**src/rtl/accum_pkg.sv**
```systemverilog
// Shared constants and FSM state type for the accumulator readout block.
package accum_pkg;

  localparam int NUM_OF_ROM_DEF = 32;
  localparam int ACC_W          = 24;
  localparam int IN_W           = 17;
  localparam int Q              = 3329;

  // Barrett constant floor(2^36 / Q): for 24-bit inputs the quotient estimate
  // is never more than one below the exact quotient.
  localparam int          BARRETT_K = 36;
  localparam logic [24:0] BARRETT_M = 25'd20642678;

  typedef enum logic [1:0] {
    ST_IDLE,
    ST_ACCUM,
    ST_SNAP,
    ST_DRAIN
  } state_t;

endpackage

```
**src/rtl/accum_mod_reduce.sv**
```systemverilog
// Combinational 24-bit Barrett reduction modulo Q; the result is always below Q.
module accum_mod_reduce
  import accum_pkg::*;
(
  input  logic [ACC_W-1:0] x,
  output logic [ACC_W-1:0] r
);

  logic [48:0]      prod;
  logic [12:0]      q_est;
  logic [ACC_W-1:0] rem;

  // NOTE: every variable is assigned on every path here, so no latch can be inferred.
  always_comb begin
    prod  = {25'd0, x} * {24'd0, BARRETT_M};
    q_est = 13'(prod >> BARRETT_K);
    // The estimate is at most one short, so one conditional subtract finishes the job.
    rem   = x - (ACC_W'(q_est) * ACC_W'(Q));
    r     = (rem >= ACC_W'(Q)) ? rem - ACC_W'(Q) : rem;
  end

endmodule

```
**src/rtl/accum_readout.sv**
```systemverilog
// Accumulator readout: counts accumulation beats, snapshots all lanes, drains them one per transfer.
// Optional macro ACCUM_READOUT_MODRED_EN reduces each drained word modulo Q.
module accum_readout
  import accum_pkg::*;
#(
  parameter  int NUM_OF_ROM = NUM_OF_ROM_DEF,
  parameter  int LEN_W      = 8,
  localparam int IDX_W      = (NUM_OF_ROM > 1) ? $clog2(NUM_OF_ROM) : 1
) (
  input  logic                        clk,
  input  logic                        reset_n,
  input  logic                        start_i,
  input  logic [LEN_W-1:0]            len_i,
  input  logic                        accum_valid_i,
  output logic                        accum_en_o,
  input  logic [ACC_W*NUM_OF_ROM-1:0] result_i,
  output logic [ACC_W-1:0]            dout_o,
  output logic [IDX_W-1:0]            dout_idx_o,
  output logic                        dout_last_o,
  output logic                        dout_valid_o,
  input  logic                        dout_ready_i,
  output logic                        busy_o,
  output logic                        done_o
);

  state_t           state, state_nxt;
  logic [LEN_W-1:0] len_q;
  logic [LEN_W:0]   beat_cnt;
  logic [LEN_W:0]   beat_target;
  logic [IDX_W-1:0] idx;
  logic [ACC_W-1:0] buffer [NUM_OF_ROM];
  logic             done_q;
  logic             final_beat;
  logic             xfer;
  logic             last_lane;
  logic [ACC_W-1:0] lane_word;
  logic [ACC_W-1:0] lane_out;

  // A latched length of zero stands for the full 2^LEN_W beats.
  assign beat_target = (len_q == '0) ? {1'b1, {LEN_W{1'b0}}} : {1'b0, len_q};
  assign final_beat  = (state == ST_ACCUM) && accum_valid_i &&
                       ((beat_cnt + {{LEN_W{1'b0}}, 1'b1}) == beat_target);
  assign last_lane   = (idx == IDX_W'(NUM_OF_ROM - 1));
  assign xfer        = (state == ST_DRAIN) && dout_ready_i;
  assign lane_word   = buffer[idx];

`ifdef ACCUM_READOUT_MODRED_EN
  accum_mod_reduce u_mod_reduce (
    .x (lane_word),
    .r (lane_out)
  );
`else
  assign lane_out = lane_word;
`endif

  // NOTE: state-holding blocks use non-blocking assignments only, so every
  // register samples pre-edge values regardless of block ordering.
  always_ff @(posedge clk or negedge reset_n) begin
    if (!reset_n) begin
      state <= ST_IDLE;
    end else begin
      state <= state_nxt;
    end
  end

  always_comb begin
    state_nxt    = state;
    accum_en_o   = 1'b0;
    dout_valid_o = 1'b0;
    dout_o       = '0;
    dout_idx_o   = '0;
    dout_last_o  = 1'b0;
    busy_o       = (state != ST_IDLE);
    case (state)
      ST_IDLE: begin
        if (start_i) state_nxt = ST_ACCUM;
      end
      ST_ACCUM: begin
        accum_en_o = accum_valid_i;
        if (final_beat) state_nxt = ST_SNAP;
      end
      ST_SNAP: begin
        state_nxt = ST_DRAIN;
      end
      ST_DRAIN: begin
        dout_valid_o = 1'b1;
        dout_o       = lane_out;
        dout_idx_o   = idx;
        dout_last_o  = last_lane;
        if (xfer && last_lane) state_nxt = ST_IDLE;
      end
      default: begin
        state_nxt = ST_IDLE;
      end
    endcase
  end

  always_ff @(posedge clk or negedge reset_n) begin
    if (!reset_n) begin
      len_q    <= '0;
      beat_cnt <= '0;
      idx      <= '0;
      done_q   <= 1'b0;
    end else begin
      done_q <= xfer && last_lane;
      case (state)
        ST_IDLE: begin
          if (start_i) begin
            len_q    <= len_i;
            beat_cnt <= '0;
          end
        end
        ST_ACCUM: begin
          if (accum_valid_i) beat_cnt <= beat_cnt + {{LEN_W{1'b0}}, 1'b1};
        end
        ST_SNAP: begin
          idx <= '0;
        end
        ST_DRAIN: begin
          if (xfer) idx <= last_lane ? '0 : idx + IDX_W'(1);
        end
        default: begin
          idx <= '0;
        end
      endcase
    end
  end

  // NOTE: the snapshot buffer is cleared by reset like any other register so
  // that no stale frame data can ever appear on dout_o.
  always_ff @(posedge clk or negedge reset_n) begin
    if (!reset_n) begin
      for (int i = 0; i < NUM_OF_ROM; i++) buffer[i] <= '0;
    end else if (state == ST_SNAP) begin
      for (int i = 0; i < NUM_OF_ROM; i++) buffer[i] <= result_i[i*ACC_W +: ACC_W];
    end
  end

  assign done_o = done_q;

endmodule
```
**config.mk**
```make
export PLATFORM = sky130hd
export DESIGN_NAME = accum_readout
export DESIGN_NICKNAME = d
export VERILOG_FILES = /design/src/rtl/accum_pkg.sv /design/src/rtl/accum_mod_reduce.sv /design/src/rtl/accum_readout.sv
export SDC_FILE = /design/constraint.sdc
export NUM_CORES = 2
export LEC_CHECK = 0
export CAP_MARGIN = 20
export CORE_AREA = 2 2 321 323
export DETAILED_ROUTE_END_ITERATION = 8
export DIE_AREA = 0 0 323 325
export GPL_TIMING_DRIVEN = 0
export HOLD_SLACK_MARGIN = 0.02
export PLACE_DENSITY_LB_ADDON = 0.1
export RECOVER_POWER = 100
export SLEW_MARGIN = 20
export SYNTH_ARGS = -nofsm -noshare
export SYNTH_HDL_FRONTEND = slang
export SYNTH_SLANG_ARGS = --single-unit
export TNS_END_PERCENT = 50
```
**constraint.sdc**
```tcl
create_clock -name clk -period 4.05 [get_ports clk]
set_input_delay 1.215 -clock clk [delete_from_list [all_inputs] [get_ports clk]]
set_output_delay 1.215 -clock clk [all_outputs]
set_load 0.1 [all_outputs]
```
; After elaboration in Yosys (flattened, before gate mapping)
; Index checks and enable logic that the tools add are counted.
[totals]
inputBits = 781
register_bits = 793
word_cells = 83
[op_classes]
eq_ne = 10
magnitude_cmp = 1
n_mux = 19
add_sub_neg = 2
n_bitwise = 1
reduce_logical = 13
[ops]
columns = op, count
row1 = $bmux W24 S5, 1
row2 = $mux W24, 3
row3 = $mux W9, 3
row4 = $pmux W9 S2, 1
row5 = $mux W5, 3
row6 = $pmux W5 S2, 1
row7 = $add A9 B1 Y9 const B, 1
row8 = $eq A9 B9 Y1, 1
row9 = $logic_not A8 Y1, 1
row10 = $ne A2 B2 Y1 const B, 4
row11 = $pmux W2 S4, 1
row12 = $ge A6 B6 Y1 const B, 1
row13 = $mux W2, 3
row14 = $not A5 Y6, 1
row15 = $reduce_and A3 Y1, 2
row16 = $reduce_bool A2 Y1, 3
row17 = $add A5 B1 Y5 const B, 1
row18 = $eq A5 B5 Y1 const B, 1
row19 = $eq A2 B2 Y1 const B, 2
row20 = $logic_and A1 B1 Y1, 4
row21 = $reduce_and A2 Y1, 2
row22 = $mux W1, 3
row23 = $eq A2 B1 Y1 const B, 1
row24 = $logic_not A2 Y1, 1
row25 = $ne A2 B1 Y1 const B, 1

; Longest topological paths before layout
[logic_depth]
word_depth = 6
mapped_depth = 9
depth_no_buf = 8

; Least setup slack after synthesis
; No wires, ideal clock.
[synth_timing]
path_kind = register to output
from = reg state[1]
to = out dout_o[19]
stages_incl_launch_ff = 5
required_time_ns = 2.835
path_buffers = 2
arrival_ns = 3.164
slack_ns = -0.329
path_cell_list = dfrtp_1 > ha_1 > clkbuf_1 > clkbuf_1 > nor2b_1
[synth_between]
elab_chain_cells = 2
[synth_rtl]
columns = item, line
row1 = from (decl), accum_readout.sv:26  ; state_t state, state_nxt;
row2 = from (signal assigned), accum_readout.sv:62  ; state <= state_nxt;
row3 = $eq A2 B2 Y1, accum_readout.sv:74  ; case (state)
row4 = $mux W24, accum_readout.sv:74
row5 = to (decl), accum_readout.sv:17  ; output logic [ACC_W-1:0] dout_o,
; No other way between the ends.

; Worst setup path in the final report
[layout_timing]
from = reg idx[0]
to = out dout_o[11]
[layout_between]
elab_chain_cells = 5
[layout_rtl]
columns = item, line
row1 = from (decl), accum_readout.sv:30  ; logic [IDX_W-1:0] idx;
row2 = from (signal assigned), accum_readout.sv:120  ; if (xfer) idx <= last_lane ? '0 : idx + IDX_W'(1);
row3 = $not A5 Y6 (not written as such), accum_readout.sv:45  ; assign lane_word = buffer[idx];
row4 = $bmux W24 S5, accum_readout.sv:45
row5 = $mux W24 (not written as such) (2 in a row), accum_readout.sv:45
row6 = $mux W24, accum_readout.sv:74
; No other way between the ends. The select of a mux whose other input is x is not followed.

==> impl_metrics.tcl <==
set metrics [dict create \
    final_cell_mix "dfrtp_1 (792), clkdlybuf4s50_1 (777), mux2_2 (776)" \
    violations "capacitance limit, slew limit, setup timing" \
    worstSetupStartpointType "flip-flop" \
    syn_nets 2912 \
    fin_area_um2 49900 \
    fin_crit_sh_pct 111 \
    post-place-ws_ps -2030 \
    ys_async_sr_fraction_pct 100 \
    synthFlopType "dfrtp_1" \
    viasPerCell 5.27 \
    multi_input_area_um2 15400 \
    io_buffers 813 \
    tightestPinTransition_ps 2550 \
    p_int_mw 13.6 \
    p_leak_nw 22.4 \
    syn_avg_cell_area_um2 16.9 \
    drc_errors 0 \
    fin_nets 3848 \
    ys_ff_latch 793 \
    worst_slack_ps -436 \
    yosys.area_share.simple_pct 1.17 \
    holdWs_ps 431 \
    synthXorXnorAreaFrac_pct 0.311 \
    root_buffer "clkbuf_16" \
    regArea_um2 19800 \
    startpoint "idx[0]$_DFFE_PN0P_" \
    cp_max_fo 8 \
    dpl.hpwl_mm 113 \
    rsz0062_at_grt "true" \
    drv_cap 3 \
    drv_slew 282 \
    grt.total_usage_pct 27.4 \
    fin_skew_ps 19.7 \
    rr_startpoint "state[0]$_DFFE_PN0P_" \
    drt_first_pass_iters 5 \
    cts_tree "yes" \
    core-area_um2 101000 \
    grt_max_degree 99 \
    yosysUniqueCellTypes 41 \
    ios 815 \
    die_h_um 325 \
    rows 117 \
    hp-class "in2async" \
    cp-end-kind "primary output" \
    status "complete, but fails checks" \
    wirelength_mm 145 \
    placedInstanceArea_um2 46000 \
    cts_hold_buffers 0 \
    critPathRequiredTime_ps 2830 \
    grt-ovfl-total 0 \
    layout-drive-gt1-share_pct 41.9 \
    synth_top_family_by_area "multiplexers" \
    finalPower_mw 17.4 \
    ff2ff_path_depth 7 \
    synth_edf_count 0 \
    slew_headroom_pct -69.8 \
    clk_pin_slew_ps 60 \
    fill_cells 8788 \
    clock.fmax_mhz 223 \
    ys_seq_area_share_pct 55.4 \
    numCtsBuffers 93 \
    syn_inst 2123 \
    clk_path_buf_depth 3 \
    crit_type "reg2out" \
    synth-compound-area-share_pct 0.702 \
    die_w_um 323 \
    num_vias 23900 \
    grt_pass1_wl_mm 200 \
    setup_viol 25 \
    drtIter0Drc 1458 \
    p_per_area_nw_per_um2 349 \
    drtAntennaViolNets 0 \
    ys_warn_count 0 \
    die_area_um2 105000 \
    htree_levels 3 \
    initial_core_util_pct 35.4 \
    area_growth_pct 39.3 \
    cts.sinks 793 \
    p_switching_mw 3.82 \
    synth_fa_ha_area_share_pct 0.279 \
    swShare_pct 21.9 \
    arrival_ps 3270 \
    pwr-share-seq_pct 45.6 \
    pwr-share-comb_pct 6.0 \
    min_period_ps 4490 \
    mostFrequentLayoutCell "dfrtp_1" \
    power_frac_clock_pct 48.4 \
    clk-insertion-delay-late_ps 680 \
    wire_per_inst_um 32.0 \
    grt_pass1_vias 26200 \
    antenna_found_initial 65 \
    hold_viol_final 0 \
    ir_drop_v 0.000269 \
    finalWeightedCongestion 0.865 \
    synth_area_um2 35800 \
    synth_mux_area_share_pct 40.2 \
]
## repair_timing
item,4_1_cts,5_1_grt
setup endpoints to repair,41,59
gates cloned,6,1
buffers inserted,10,5
gates resized for setup,349,34
## state kept, by name (all words and copies together), names as in the netlist
| signal | flops |
|---|---|
| buffer | 768 |
| beat_cnt | 9 |
| len_q | 8 |
| idx | 5 |
| state | 2 |
| done_o | 1 |
## worst max-delay path: stages (launching register included)
cell	delay, ps
dfrtp_1	390
buf_12	170
buf_16	180
buf_16	150
mux4_2	560
mux4_2	590
mux2i_4	240
nor2b_2	90
buf_12	170
## cell usage after synthesis (all sizes together) (2+ instances only)
cell type	instances	area share, %
a21o	3	0.063
a22o	4	0.098
a32o	3	0.084
and2	8	0.14
and3	7	0.13
buf	40	0.71
clkbuf	114	1.2
dfrtp	793	55
ha	8	0.28
inv	3	0.031
mux2	777	24
mux2i	26	0.73
mux4	240	15
nand2	13	0.14
nand2b	2	0.035
nand3	5	0.070
nor2	8	0.084
nor2b	27	0.47
nor4	2	0.035
o21ai	13	0.18
o31ai	5	0.10
xnor2	6	0.15
xor2	4	0.098
## logic make-up after synthesis
family,after synthesis
and+or+nand+nor,75
adders and majority gates,8
AOI/OAI and AO/OA,36
buffers and inverters,157
muxes,1043
xor gates and xnor gates,11
DFF,793
## layer usage
| metal | global-route usage [%] | part of all wire [%] | vias to the layer above |
|---|---|---|---|
| met1 | 33.8 | 40 | 13000 |
| met4 | 8.96 | 2.7 | 38 |
| li1 | - | - | 9962 |
| met2 | 46.3 | 50 | 760 |
| met3 | 7.46 | 6.8 | 217 |
| met5 | 0 | 0.17 | - |
## worst paths after layout
check	endpoint	slack (ps)
max	dout_o[11]	-440
min	buffer[707]$_DFFE_PN0P_	430
max reg2reg	buffer[685]$_DFFE_PN0P_	190
min reg2reg	beat_cnt[8]$_DFFE_PN0P_	480
max in group asynchronous	buffer[30]$_DFFE_PN0P_	150
min in group clk	beat_cnt[8]$_DFFE_PN0P_	480
## metrics by stage
stage               TNS, ps  util [%]  cells
floorplan             -3920         -   2123
global placement          -      45.1   4304
detailed placement   -46110      45.4   4314
CTS                  -10240      49.2   4493
global route         -65900      49.3   4531
finish                -8610      49.3   4540
## cell type report
class | instances | area share, %
Inverter | 3 | 0.0226
Antenna cell | 43 | 0.216
Clock inverter | 24 | 0.451
Timing Repair Buffer | 843 | 17.4
Sequential cell | 793 | 39.7
Tap cell | 1368 | 3.43
Multi-Input combinational cell | 1173 | 30.8
Clock buffer | 141 | 5.65
Buffer | 152 | 2.25
## power by group through the flow
| stage | clock [mW] | sequential (mW) | combinational [mW] |
|---|---|---|---|
| 2_1_floorplan | 0 | 8.09 | 0.0766 |
| 3_3_place_gp | 0 | 8.12 | 1.02 |
| 3_5_place_dp | 0 | 8.09 | 1.07 |
| 4_1_cts | 8.62 | 7.95 | 1.07 |
| 5_1_grt | 8.93 | 7.95 | 1.12 |
| 6_report | 8.44 | 7.95 | 1.04 |
No activity file was read; power rests on OpenSTA's default activity.
